**src/rtl/fetch_queue.sv**
```systemverilog
// fetch_queue
//   Fetch stage plus decoupling FIFO for the pipelined RV32I core. It owns
//   the fetch PC, reads a combinational instruction memory, and queues
//   {pc, instr} pairs for decode behind a valid/ready handshake. A redirect
//   from execute flushes the queue and reloads the PC.
//
// Ports
//   clk, rst        clock, synchronous active-high reset
//   trigger_i       start request; latched into run (ignored once run=1)
//   imem_addr_o     fetch address (registered PC)
//   imem_req_o      current PC is fetched and pushed this cycle
//   imem_data_i     instruction at imem_addr_o, same cycle
//   redirect_i      taken branch/jump; flushes the queue
//   redirect_pc_i   redirect target (low two bits dropped)
//   valid_o         head entry valid for decode
//   ready_i         decode accepts head
//   instr_o, pc_o   head instruction / PC (zero when not valid)
//   pc_plus_4_o     head PC + 4 (zero when not valid)
//   count_o         occupied entries
module fetch_queue #(
  parameter int                    DATA_WIDTH = 32,
  parameter int                    DEPTH      = 4,
  parameter logic [DATA_WIDTH-1:0] RESET_PC   = '0,
  parameter int                    CNT_W      = $clog2(DEPTH + 1)
) (
  input  logic                  clk,
  input  logic                  rst,
  input  logic                  trigger_i,
  output logic [DATA_WIDTH-1:0] imem_addr_o,
  output logic                  imem_req_o,
  input  logic [DATA_WIDTH-1:0] imem_data_i,
  input  logic                  redirect_i,
  input  logic [DATA_WIDTH-1:0] redirect_pc_i,
  output logic                  valid_o,
  input  logic                  ready_i,
  output logic [DATA_WIDTH-1:0] instr_o,
  output logic [DATA_WIDTH-1:0] pc_o,
  output logic [DATA_WIDTH-1:0] pc_plus_4_o,
  output logic [CNT_W-1:0]      count_o
);

  localparam int               PTR_W    = $clog2(DEPTH);
  localparam logic [CNT_W-1:0] FULL_CNT = CNT_W'(DEPTH);

  logic [DATA_WIDTH-1:0] pc;
  logic [PTR_W-1:0]      rd_ptr;
  logic [PTR_W-1:0]      wr_ptr;
  logic [CNT_W-1:0]      count;
  logic                  run;

  logic [DATA_WIDTH-1:0] pc_mem    [DEPTH];
  logic [DATA_WIDTH-1:0] instr_mem [DEPTH];

  logic                  valid;
  logic                  pop;
  logic                  push;
  logic                  not_full;
  logic [DATA_WIDTH-1:0] head_pc;
  logic [DATA_WIDTH-1:0] head_instr;

  // Redirect targets are word aligned; the two low bits are discarded.
  logic                  unused_low_bits;
  assign unused_low_bits = ^redirect_pc_i[1:0];

  // Handshake is masked during reset so nothing looks accepted while the
  // state is being cleared.
  assign not_full = (count < FULL_CNT);
  assign valid    = ~rst & (count != '0) & ~redirect_i;
  assign pop      = valid & ready_i;
  // A full queue can still take a fetch when the head leaves this cycle.
  assign push     = ~rst & run & ~redirect_i & (not_full | pop);

  // Control state: PC, pointers, occupancy, run latch.
  always_ff @(posedge clk) begin
    if (rst) begin
      pc     <= RESET_PC;
      rd_ptr <= '0;
      wr_ptr <= '0;
      count  <= '0;
      run    <= trigger_i;
    end else begin
      run <= run | trigger_i;
      if (redirect_i) begin
        pc     <= {redirect_pc_i[DATA_WIDTH-1:2], 2'b00};
        rd_ptr <= '0;
        wr_ptr <= '0;
        count  <= '0;
      end else begin
        if (push) begin
          pc     <= pc + DATA_WIDTH'(4);
          wr_ptr <= wr_ptr + PTR_W'(1);
        end
        if (pop) begin
          rd_ptr <= rd_ptr + PTR_W'(1);
        end
        count <= count + CNT_W'(push) - CNT_W'(pop);
      end
    end
  end

  // Queue storage: data only, never reset; occupancy lives in count.
  always_ff @(posedge clk) begin
    if (push) begin
      pc_mem[wr_ptr]    <= pc;
      instr_mem[wr_ptr] <= imem_data_i;
    end
  end

  assign head_pc    = pc_mem[rd_ptr];
  assign head_instr = instr_mem[rd_ptr];

  assign imem_addr_o = pc;
  assign imem_req_o  = push;
  assign valid_o     = valid;
  assign instr_o     = valid ? head_instr : '0;
  assign pc_o        = valid ? head_pc : '0;
  assign pc_plus_4_o = valid ? (head_pc + DATA_WIDTH'(4)) : '0;
  assign count_o     = count;

endmodule

```
**config.mk**
```make
export PLATFORM = sky130hd
export DESIGN_NAME = fetch_queue
export DESIGN_NICKNAME = d
export VERILOG_FILES = /design/src/rtl/fetch_queue.sv
export SDC_FILE = /design/constraint.sdc
export NUM_CORES = 1
export LEC_CHECK = 0
export CORE_MARGIN = 1
export CORE_UTILIZATION = 54
export CTS_CLUSTER_SIZE = 10
export DETAILED_ROUTE_END_ITERATION = 10
export PLACE_DENSITY_LB_ADDON = 0.25
export SKIP_CTS_REPAIR_TIMING = 1
export SLEW_MARGIN = 20
export SYNTH_ARGS = -nofsm -noshare
export SYNTH_HDL_FRONTEND = slang
export SYNTH_SLANG_ARGS = --single-unit
```
**constraint.sdc**
```tcl
create_clock -name clk -period 4.1 [get_ports clk]
set_clock_uncertainty 0.1 [all_clocks]
set_input_delay 0.41 -clock clk [delete_from_list [all_inputs] [get_ports clk]]
set_output_delay 0.41 -clock clk [all_outputs]
set_load 0.05 [all_outputs]
```
==> run summary, run 1 <==
status: finished, final reports clean
vias in the first global route: 7756
worst rel slew slack: 56.9%
Async SR Flop Fraction: 0%
DR vias: 7543
M2 GR Usage: 39.9%
initial antenna violation count: 0
fraction of layout cells with a size suffix above 1: 23.7%
depth of the most critical reg-to-reg path: 6
initial DRC count: 471
final core utilization: 74.4%
VDD IR max: 0.278 mV
Final Critical Period: 3.82 ns
M3 GR Usage: 4.51%
M1 GR Usage: 30.3%
total clock sinks: 288
CTS max path bufs: 3
GRT overflow: 0
most common cell in the synthesized netlist: edfxtp_1
Cell Area, Placed: 0.0154 mm2
HPWL Detailed: 17500 um
max cap viols: 0
# setup viols final: 0
Std-Cell Rows: 54
Synth Flop Type: edfxtp_1
yosys warns: 0
root buffer cell: clkbuf_16
Yosys cell types: 50
leakage: 5.47 nW
total track usage: 23.4%
Syn Std Cell Area: 0.0123 mm2
Diodes inserted: 0
IO Count: 202
Worst Setup Start Kind: flip-flop
Die Y: 153 um
die width: 153 um
Inst Count DP: 1243
crit path kind: reg2out
Cells after Synth: 789
syn_area_per_cell: 15.6 um2
# DRC: 0
Initial Util: 55.8%
fill cell total of the finished layout: 1319
largest net degree at the start of global routing: 66
core area: 0.0221 mm2
Yosys reg bits: 288
H-Tree Level Count: 2
routed len/inst: 20.7 um
area leader, netlist: edfxtp_1
total CTS buffers: 35
Max Slew Vio Count: 0
Skew-Pair Late Insertion Delay: 0.50 ns
Setup TNS: 0 ns
most common library cells after synthesis: 248 x edfxtp_1, 74 x and2_1, 62 x mux4_2
net count of the finished layout: 1078
slew of the pin with the lowest slew margin: 0.646 ns
worst hold start: redirect_pc_i[2]
DRT Pass-1 Iters: 5
final instance area: 0.0164 mm2
I/O Buffers: 193
register area share after synthesis: 66.9%
main area contributors after synthesis: edfxtp_1 60%, mux4_2 11%, dfxtp_1 6.5%, and2_1 3.8%, xnor2_1 2.0%
CP endpoint kind: output pin
GR peak layer: met2
Worst-path clk slew: 0.05 ns
Critical Path AT: 3.31 ns
Final Cycle Share: 93.2%
number of synthesized flops with an enable pin: 248
Final GP Congestion: 0.874
Min-Delay Path Class: in2reg
Synth top area share: 60.4%
hold depth: 3
Fmax achieved: 0.262 GHz
total die area: 0.0234 mm2
worst r2r src: imem_addr_o[2]$_SDFFE_PP0P_
global-route wire length before repair: 42200 um
Hold Vio Cnt, Final: 0
unrepaired setup endpoints after global routing: no
Area growth syn-to-layout: 33.3%
final WL: 26800 um
drt via density: 5.83
pwr dens: 394 mW/mm2
CTS tree: yes
Req. time, crit path: 3.59 ns
crit path max fanout: 17
post-route ant nets: 0
fin cells: 1294
Power Total: 6.47 mW
## report_power, final
part	switching (mW)	internal, mW	total (mW)
logic	0.256	0.188	0.444
registers	0.0639	3.25	3.31
clock network	1.05	1.66	2.71
total	1.37	5.10	6.47
## placed cells by master, fill, tap and decap left out, drive strengths merged, types with 3 or more instances in the layout
cell type,netlist,routed
inv,11,11
nor2,55,55
buf,17,113
a211oi,10,10
or3,11,11
clkbuf,27,49
nor4,12,12
clkinv,1,3
a311oi,6,6
a31oi,4,4
ha,8,8
clkdlybuf4s50,0,100
nand4,17,17
nand3,25,25
mux2,14,14
nand2,43,43
xnor2,28,28
mux4,62,62
dfxtp,40,40
nor3,13,13
o211ai,3,3
nand2b,3,3
xor2,6,6
edfxtp,248,248
and4,6,6
and3,10,10
and2,74,74
conb,1,6
a21oi,13,13
o21ai,7,7
## state kept, by name (all words and copies together) (netlist names), named ones only
signal	count
instr_mem	128
pc_mem	120
imem_addr_o	30
count_o	3
rd_ptr	2
wr_ptr	2
run	1
## path summary, 6_finish.rpt
check	endpoint	slack [ns]
worst min register to register	wr_ptr[1]$_SDFFE_PP0P_	0.43
worst max register to register	imem_addr_o[30]$_SDFFE_PP0P_	1.43
worst min-delay path	imem_addr_o[2]$_SDFFE_PP0P_	0.37
worst max-delay path	pc_plus_4_o[30]	0.28
## metrics by stage
stage,hold slack (ns),setup slack (ns)
2_1_floorplan,0.369,0.0120
3_3_place_gp,0.385,0.630
3_5_place_dp,0.424,0.620
4_1_cts,0.347,0.0901
5_1_grt,0.373,0.0663
6_report,0.370,0.280
## per-layer routing
metal	share of wire [%]	up-vias
met1	41	3773
met4	2.4	0
met3	5.7	49
met5	0	-
met2	51	278
li1	-	3443
## cell type report
class | count | area (um2) | share of cell area, %
Clock buffer | 49 | 991 | 6.03
Clock inverter | 2 | 12.5 | 0.0762
Inverter | 12 | 45.0 | 0.274
Multi-Input combinational cell | 450 | 3820 | 23.3
Sequential cell | 288 | 8260 | 50.3
Tap cell | 280 | 350 | 2.13
Timing Repair Buffer | 213 | 2950 | 18.0
## critical path: stages (launching register included)
cell and delay (ns):
dfxtp_4 0.54, mux4_2 0.35, nand4_2 0.34, or4_4 0.71
nor4_2 0.32, mux2_1 0.34, buf_4 0.19
## cells by family (layout without fill, tap and decap cells)
kind of cell             after synthesis  in the layout  synth area share, %
AO/OA/AOI/OAI                         49             49                 2.64
XOR/XNOR                              34             34                 2.42
adder cells (fa/ha/maj)                9              9                0.975
buffers and inverters                 56            276                 2.24
flip-flops                           288            288                 66.9
multiplexers                          76             76                 12.6
other                                  1              6               0.0304
AND/OR/NAND/NOR                      276            276                 12.2
(Power assumes the default switching activity.)
==> run 2, diff against run 1 <==
Settings changed: CAP_MARGIN set to 40.
==> results of run 2 <==
Same layout as run 1: the final DEF is identical, and so are final timing and power.
